==> config.mk <==
export PLATFORM = sky130hd
export DESIGN_NAME = mem_arbiter_flat
export DESIGN_NICKNAME = d
export VERILOG_FILES = /design/src/rtl/mem_arbiter_pkg.sv /design/src/rtl/mem_arbiter_if.sv /design/src/rtl/mem_arbiter_rr_pick.sv /design/src/rtl/mem_arbiter.sv /design/src/flat_wrapper.sv
export SDC_FILE = /design/constraint.sdc
export NUM_CORES = 1
export LEC_CHECK = 0
export CAP_MARGIN = 0
export CORE_AREA = 3 3 203 205
export CTS_CLUSTER_DIAMETER = 80
export DETAILED_ROUTE_END_ITERATION = 12
export DIE_AREA = 0 0 206 208
export GPL_ROUTABILITY_DRIVEN = 0
export PLACE_DENSITY = 0.57
export RECOVER_POWER = 25
export SYNTH_ARGS = -nofsm -noshare
export SYNTH_HDL_FRONTEND = slang
export SYNTH_HIERARCHICAL = 1
export SYNTH_SLANG_ARGS = --single-unit
==> constraint.sdc <==
create_clock -name CLK -period 2.3 [get_ports CLK]
set_clock_uncertainty 0.2 [all_clocks]
set_input_delay 0.46 -clock CLK [delete_from_list [all_inputs] [get_ports CLK]]
set_output_delay 0.46 -clock CLK [all_outputs]
set_load 0.05 [all_outputs]
==> src/rtl/mem_arbiter_pkg.sv <==
// Shared types and constants for the N-channel memory-bus arbiter.
package mem_arbiter_pkg;

   typedef enum logic {
      ST_IDLE = 1'b0,
      ST_BUSY = 1'b1
   } state_e;

   localparam int unsigned ARB_FIXED = 0;
   localparam int unsigned ARB_RR    = 1;

   // Increment a channel index modulo n.
   function automatic int unsigned wrap_inc(input int unsigned idx, input int unsigned n);
      return (idx + 32'd1 >= n) ? 32'd0 : idx + 32'd1;
   endfunction

endpackage

==> src/rtl/mem_arbiter_if.sv <==
// Requester (H-side) and memory (P-side) bus bundle of the memory arbiter.
interface mem_arbiter_if #(
   parameter int unsigned N_CH = 2,
   parameter int unsigned AW   = 64,
   parameter int unsigned DW   = 64
);
   logic [N_CH-1:0]    HTRANS;
   logic [N_CH-1:0]    HWRITE;
   logic [N_CH*AW-1:0] HADDR;
   logic [N_CH*DW-1:0] HWDATA;
   logic [N_CH-1:0]    HREADY;
   logic [N_CH-1:0]    HERR;
   logic [DW-1:0]      HRDATA;
   logic [N_CH-1:0]    STALL;
   logic               PSEL;
   logic               PWRITE;
   logic [AW-1:0]      PADDR;
   logic [DW-1:0]      PDATA;
   logic [DW-1:0]      PRDATA;
   logic               PREADY;

   modport slave (
      input  HTRANS, HWRITE, HADDR, HWDATA, PRDATA, PREADY,
      output HREADY, HERR, HRDATA, STALL, PSEL, PWRITE, PADDR, PDATA
   );

   modport master (
      output HTRANS, HWRITE, HADDR, HWDATA, PRDATA, PREADY,
      input  HREADY, HERR, HRDATA, STALL, PSEL, PWRITE, PADDR, PDATA
   );
endinterface

==> src/rtl/mem_arbiter_rr_pick.sv <==
// Combinational request picker: rotate the doubled request vector by the start
// pointer, take the lowest set bit, and map it back to a channel index.
module mem_arbiter_rr_pick #(
   parameter int unsigned N_CH = 2
) (
   input  logic [N_CH-1:0]         req,
   input  logic [$clog2(N_CH)-1:0] ptr,
   input  logic                    mode,
   output logic [N_CH-1:0]         grant_oh,
   output logic [$clog2(N_CH)-1:0] grant_idx
);
   localparam int unsigned IW = $clog2(N_CH);

   logic [IW-1:0]   start;
   logic [N_CH-1:0] rot;
   logic [IW-1:0]   off;
   logic            hit;
   int unsigned     sum;

   always_comb begin
      start = mode ? ptr : '0;
      rot   = N_CH'({req, req} >> start);
      off   = '0;
      hit   = 1'b0;
      for (int i = N_CH - 1; i >= 0; i--) begin
         if (rot[i]) begin
            off = IW'(i);
            hit = 1'b1;
         end
      end
      sum       = 32'(off) + 32'(start);
      grant_idx = IW'((sum >= N_CH) ? sum - N_CH : sum);
      grant_oh  = hit ? (N_CH'(1) << grant_idx) : '0;
   end

endmodule

==> src/rtl/mem_arbiter.sv <==
// N-channel memory-bus arbiter: fixed-priority or round-robin grant, P-bus latch,
// PREADY wait states and a per-transaction timeout that aborts with HERR.
module mem_arbiter
   import mem_arbiter_pkg::*;
#(
   parameter int unsigned N_CH     = 2,
   parameter int unsigned AW       = 64,
   parameter int unsigned DW       = 64,
   parameter int unsigned ARB_MODE = 0,
   parameter int unsigned TIMEOUT  = 255,
   parameter int unsigned TO_W     = 8
) (
   input logic           CLK,
   input logic           RESET,
   mem_arbiter_if.slave  bus
);
   localparam int unsigned IW = $clog2(N_CH);

   state_e          state_q, state_d;
   logic [IW-1:0]   grant_q, grant_d;
   logic [IW-1:0]   rr_ptr_q, rr_ptr_d;
   logic [TO_W-1:0] cnt_q, cnt_d;
   logic            psel_q, psel_d;
   logic            pwrite_q, pwrite_d;
   logic [AW-1:0]   paddr_q, paddr_d;
   logic [DW-1:0]   pdata_q, pdata_d;

   logic [IW-1:0]   ptr_next, arb_ptr, pick_idx;
   logic [N_CH-1:0] grant_oh, arb_req, pick_oh;
   logic [N_CH-1:0] hready_c, herr_c;
   logic [AW-1:0]   sel_addr;
   logic [DW-1:0]   sel_data;
   logic            sel_write;
   logic            busy, pick_any, done_c, tmo_c, load;

   assign busy     = (state_q == ST_BUSY);
   assign grant_oh = N_CH'(1) << grant_q;
   assign ptr_next = IW'(wrap_inc(32'(grant_q), N_CH));
   assign done_c   = busy & bus.PREADY & ~RESET;
   assign tmo_c    = busy & ~bus.PREADY & ~RESET & (TIMEOUT != 0)
                     & (cnt_q == TO_W'(TIMEOUT - 1));

   // On completion the finishing channel still shows HTRANS for the old request, so skip it
   assign arb_req  = bus.HTRANS & ~(busy ? grant_oh : '0);
   assign arb_ptr  = busy ? ptr_next : rr_ptr_q;
   assign pick_any = |pick_oh;
   assign load     = pick_any & (~busy | done_c);

   mem_arbiter_rr_pick #(.N_CH(N_CH)) u_pick (
      .req       (arb_req),
      .ptr       (arb_ptr),
      .mode      (ARB_MODE == ARB_RR),
      .grant_oh  (pick_oh),
      .grant_idx (pick_idx)
   );

   // AND-OR select of the winning channel's request fields
   always_comb begin
      sel_addr  = '0;
      sel_data  = '0;
      sel_write = 1'b0;
      for (int i = 0; i < N_CH; i++) begin
         if (pick_oh[i]) begin
            sel_addr  = sel_addr | bus.HADDR[i*AW +: AW];
            sel_data  = sel_data | bus.HWDATA[i*DW +: DW];
            sel_write = sel_write | bus.HWRITE[i];
         end
      end
   end

   always_ff @(posedge CLK) begin
      if (RESET) state_q <= ST_IDLE;
      else       state_q <= state_d;
   end

   always_comb begin
      state_d = state_q;
      case (state_q)
         ST_IDLE: if (pick_any) state_d = ST_BUSY;
         ST_BUSY: begin
            if (done_c)     state_d = pick_any ? ST_BUSY : ST_IDLE;
            else if (tmo_c) state_d = ST_IDLE;
         end
      endcase
   end

   // Grant, pointer, timeout counter and P-bus next values
   always_comb begin
      grant_d  = grant_q;
      rr_ptr_d = rr_ptr_q;
      cnt_d    = cnt_q;
      psel_d   = psel_q;
      pwrite_d = pwrite_q;
      paddr_d  = paddr_q;
      pdata_d  = pdata_q;
      if (busy & ~bus.PREADY) cnt_d = cnt_q + TO_W'(1);
      if (done_c | tmo_c) begin
         rr_ptr_d = ptr_next;
         psel_d   = 1'b0;
      end
      if (load) begin
         grant_d  = pick_idx;
         cnt_d    = '0;
         psel_d   = 1'b1;
         pwrite_d = sel_write;
         paddr_d  = sel_addr;
         pdata_d  = sel_data;
      end
   end

   always_ff @(posedge CLK) begin
      if (RESET) begin
         grant_q  <= '0;
         rr_ptr_q <= '0;
         cnt_q    <= '0;
         psel_q   <= 1'b0;
         pwrite_q <= 1'b0;
         paddr_q  <= '0;
         pdata_q  <= '0;
      end else begin
         grant_q  <= grant_d;
         rr_ptr_q <= rr_ptr_d;
         cnt_q    <= cnt_d;
         psel_q   <= psel_d;
         pwrite_q <= pwrite_d;
         paddr_q  <= paddr_d;
         pdata_q  <= pdata_d;
      end
   end

   assign hready_c   = done_c ? grant_oh : '0;
   assign herr_c     = tmo_c ? grant_oh : '0;
   assign bus.HREADY = hready_c;
   assign bus.HERR   = herr_c;
   assign bus.HRDATA = bus.PRDATA;
   assign bus.STALL  = bus.HTRANS & ~hready_c & ~herr_c;
   assign bus.PSEL   = psel_q;
   assign bus.PWRITE = pwrite_q;
   assign bus.PADDR  = paddr_q;
   assign bus.PDATA  = pdata_q;

endmodule

==> src/flat_wrapper.sv <==
// flat-port wrapper written by rule: the top's interface ports become plain ports
module mem_arbiter_flat import mem_arbiter_pkg::*;
#(
   parameter int unsigned N_CH     = 2,
   parameter int unsigned AW       = 64,
   parameter int unsigned DW       = 64,
   parameter int unsigned ARB_MODE = 0,
   parameter int unsigned TIMEOUT  = 255,
   parameter int unsigned TO_W     = 8
)
  (CLK, RESET, bus_HTRANS, bus_HWRITE, bus_HADDR, bus_HWDATA, bus_PRDATA, bus_PREADY, bus_HREADY, bus_HERR, bus_HRDATA, bus_STALL, bus_PSEL, bus_PWRITE, bus_PADDR, bus_PDATA);
  mem_arbiter_if #(.N_CH(N_CH), .AW(AW), .DW(DW)) bus_i ();
  input logic CLK;
  input logic RESET;
  input wire logic [$bits(bus_i.HTRANS)-1:0] bus_HTRANS;
  input wire logic [$bits(bus_i.HWRITE)-1:0] bus_HWRITE;
  input wire logic [$bits(bus_i.HADDR)-1:0] bus_HADDR;
  input wire logic [$bits(bus_i.HWDATA)-1:0] bus_HWDATA;
  input wire logic [$bits(bus_i.PRDATA)-1:0] bus_PRDATA;
  input wire logic [$bits(bus_i.PREADY)-1:0] bus_PREADY;
  output wire logic [$bits(bus_i.HREADY)-1:0] bus_HREADY;
  output wire logic [$bits(bus_i.HERR)-1:0] bus_HERR;
  output wire logic [$bits(bus_i.HRDATA)-1:0] bus_HRDATA;
  output wire logic [$bits(bus_i.STALL)-1:0] bus_STALL;
  output wire logic [$bits(bus_i.PSEL)-1:0] bus_PSEL;
  output wire logic [$bits(bus_i.PWRITE)-1:0] bus_PWRITE;
  output wire logic [$bits(bus_i.PADDR)-1:0] bus_PADDR;
  output wire logic [$bits(bus_i.PDATA)-1:0] bus_PDATA;
  assign bus_i.HTRANS = bus_HTRANS;
  assign bus_i.HWRITE = bus_HWRITE;
  assign bus_i.HADDR = bus_HADDR;
  assign bus_i.HWDATA = bus_HWDATA;
  assign bus_i.PRDATA = bus_PRDATA;
  assign bus_i.PREADY = bus_PREADY;
  assign bus_HREADY = bus_i.HREADY;
  assign bus_HERR = bus_i.HERR;
  assign bus_HRDATA = bus_i.HRDATA;
  assign bus_STALL = bus_i.STALL;
  assign bus_PSEL = bus_i.PSEL;
  assign bus_PWRITE = bus_i.PWRITE;
  assign bus_PADDR = bus_i.PADDR;
  assign bus_PDATA = bus_i.PDATA;
  mem_arbiter #(.N_CH(N_CH), .AW(AW), .DW(DW), .ARB_MODE(ARB_MODE), .TIMEOUT(TIMEOUT), .TO_W(TO_W)) u_core (.CLK(CLK), .RESET(RESET), .bus(bus_i));
endmodule
==> flow_summary.ini <==
[floorplanning]
coreArea_um2 = 39600
rows = 73
die_area_um2 = 42800
die_w_um = 206
io_pins = 527
start_util = 0.170
fp.dieH_um = 208

[sta]
rsz0062_at_grt = yes
max_freq_ghz = 0.416
setup_viol_count_final = 5
finalCritPeriodShare = 1.04
tightestPinTransition_ps = 783
slew_headroom = 0.478
min_period_ps = 2400
setup_ws_ps = -102
maxSlewViolCount = 0
hold_viol_final = 0
finalSetupTns_ps = -329

[placed_design]
placed_cells = 1559
port_buffers = 398
place_ws_ps = -546
dpl_cell_area_um2 = 11000
dp_hpwl_mm = 19.4

[synth]
ys_seq_area_frac = 0.419
yosys_warnings = 6
netlist_area_um2 = 6740
synth_cells = 739
syn_avg_cell_area_um2 = 9.12
ys_ff_latch = 141
syn-num-nets = 1068
ys_types = 35

[cts]
insertion_delay_ps = 440
clock_path_buffers = 2
h-tree-depth = 4
cts_tree = built
cts_hold_buf = 0
cts_made_buffers = 17
cts_sinks = 141
path_clk_slew_ps = 70
cts_root_buf = clkbuf_16

[finish]
fin_cells = 1605
areaGrowthSynthToFinish_pct = 75.8
final_cell_area_um2 = 11900
finalNetCount = 1396
drive_gt1_frac = 0.134
nFillCells = 4169
n_antenna_cell = 0
multiInputGateArea_um2 = 3110
seqCellArea_um2 = 2830
final_core_util = 0.299

[critical_path]
crit_family = simple AND/OR/NAND/NOR gates
cp-end-kind = output port
ff2ff_path_depth = 11
required_ps = 1640
setup.worst_path.class = register to output port
critPathLaunchType = register
cp.arrival_ps = 1740
max_stage_delay_ps = 330
path_buf_inv = 2
crit_slowest_cell = dfxtp_2
worst-path-stages = 6
cp_max_fo = 5
crit_path_cell_trace = and4_4 -> nand4_1 -> nor3b_2 -> buf_4 -> and2_4 -> buf_12

[min_path]
hp-class = input port to register
hold_path_depth = 5

[routing]
drc = 0
drt_pass1_iterations = 4
vias = 6810
drt_iter0_drc = 354
wl_per_cell_um = 17.5
via_per_inst = 4.24
ant_nets = 0
wl_mm = 28.1

[grt]
track_usage = 0.123
antenna_found_initial = 0
grt.overflow.total = 0
grt_pass1_vias = 6779
grt_pass1_wl_mm = 40.2
grt_max_degree = 133

[power_and_ir_drop]
p_leak_nw = 4.83
power_density_nw_per_um2 = 861
ir_drop_mv = 0.413

[run]
maxCapViolCount = 0

[outcome]
violations = negative setup slack
status = finished, violations left
[through the flow]
step / total power (W) / hold slack, ps
final: 0.0102 / 257
after global routing: 0.0107 / 268
after CTS: 0.0104 / 206
after detailed placement: 0.00730 / 271
after global placement: 0.00726 / 266
after floorplan: 0.00595 / 271
[area by class of cell]
cell class | instances | area share
timing repair buffer | 447 | 0.391
inverter | 5 | 0.00158
tap | 525 | 0.0554
sequential | 141 | 0.239
clock inverter | 6 | 0.00908
multi-input combinational | 455 | 0.262
clock buffer | 26 | 0.0413
[Yosys cell counts]
master | count | share of area
nand4_1 | 4 | 0.0037
o22ai_1 | 1 | 0.00093
nor2_1 | 143 | 0.080
nand3_1 | 3 | 0.0022
nand2b_1 | 2 | 0.0019
and4_1 | 1 | 0.0013
a21oi_4 | 1 | 0.0024
xnor2_1 | 1 | 0.0013
a211oi_2 | 44 | 0.082
ha_1 | 2 | 0.0037
mux2_2 | 1 | 0.0017
inv_1 | 5 | 0.0028
nand2_1 | 8 | 0.0045
nor2b_1 | 2 | 0.0019
o21ai_1 | 1 | 0.00074
a21oi_1 | 5 | 0.0037
buf_2 | 19 | 0.014
o21ai_0 | 2 | 0.0015
and2_1 | 4 | 0.0037
conb_1 | 1 | 0.00056
mux2i_1 | 1 | 0.0015
a22oi_1 | 129 | 0.14
buf_6 | 6 | 0.010
o21a_1 | 1 | 0.0011
clkbuf_1 | 46 | 0.026
maj3_2 | 1 | 0.0017
and3_1 | 1 | 0.00093
xor2_1 | 6 | 0.0078
dfxtp_1 | 141 | 0.42
nor3b_1 | 1 | 0.0011
and2_4 | 1 | 0.0013
a211oi_1 | 86 | 0.096
buf_4 | 67 | 0.075
a31oi_1 | 1 | 0.00093
and4b_1 | 1 | 0.0015
[cells by family (layout without fill, tap and decap cells)]
logic type | count (synthesis) | in the layout | synth area share
fa+ha+maj | 3 | 3 | 0.00538
buf+inv | 143 | 484 | 0.127
simple gates | 171 | 171 | 0.104
xor+xnor | 7 | 7 | 0.00909
other cells | 1 | 1 | 0.000556
compound gates | 271 | 271 | 0.332
flops | 141 | 141 | 0.419
mux | 2 | 2 | 0.00316
[layout by cell type (no fill, tap or decap), drive strengths merged, types with 2 or more instances in the layout]
master         count
nand3              3
nand2b             2
nand4              4
bufinv             3
dlymetal6s2s      34
inv                5
a211oi           130
buf               52
dfxtp            141
nand2              8
clkinv             2
and2               5
clkbuf            38
xor2               6
nor2             143
a22oi            129
a21oi              6
nor2b              2
ha                 2
dlygate4sd2       33
o21ai              3
clkdlybuf4s50    315
[worst register-to-register path, cell delays in order, from the launching register on]
cell and delay, ps:
dfxtp_1 330, inv_1 60, nand2_1 90, and2_0 150
inv_2 70, o21a_4 220, nor2_1 200, a21oi_4 60
buf_12 150, buf_4 150, buf_16 180, a211oi_1 280
[layer usage]
metal | GRT usage | share of wire
met5 | 0 | 0
met3 | 0.0390 | 0.082
met1 | 0.137 | 0.39
met4 | 0.0599 | 0.036
met2 | 0.210 | 0.49
[timing repair]
action | CTS | global route
pin swaps | 5 | 1
endpoints found under the setup margin | 114 | 146
gates resized for setup | 46 | 46
endpoints found under the hold margin | 0 | 0
gates cloned | 3 | 2
setup buffers | 8 | 1
[flip-flops by register name (all words and copies together) (netlist names)]
signal,count
u_core/bus.PADDR,64
u_core/bus.PDATA,64
u_core/cnt_q,8
u_core/bus.PSEL,1
u_core/bus.PWRITE,1
u_core/busy,1
u_core/grant_q,1
u_core/rr_ptr_q,1
[worst paths after layout]
kind	start	to	slack, ps
min	RESET	u_core/bus.PSEL	260
max	u_core/cnt_q[5]	bus_HERR[1]	-100
min reg2reg	u_core/bus.PSEL	u_core/bus.PSEL	280
max reg2reg	u_core/grant_q	u_core/bus.PADDR[56]	40
[where the power goes]
| group | switching (W) | internal (W) |
|---|---|---|
| combinational | 0.00267 | 0.00165 |
| sequential | 0.000194 | 0.00283 |
| clock | 0.00108 | 0.00179 |
No activity file was read; power rests on OpenSTA's default activity.
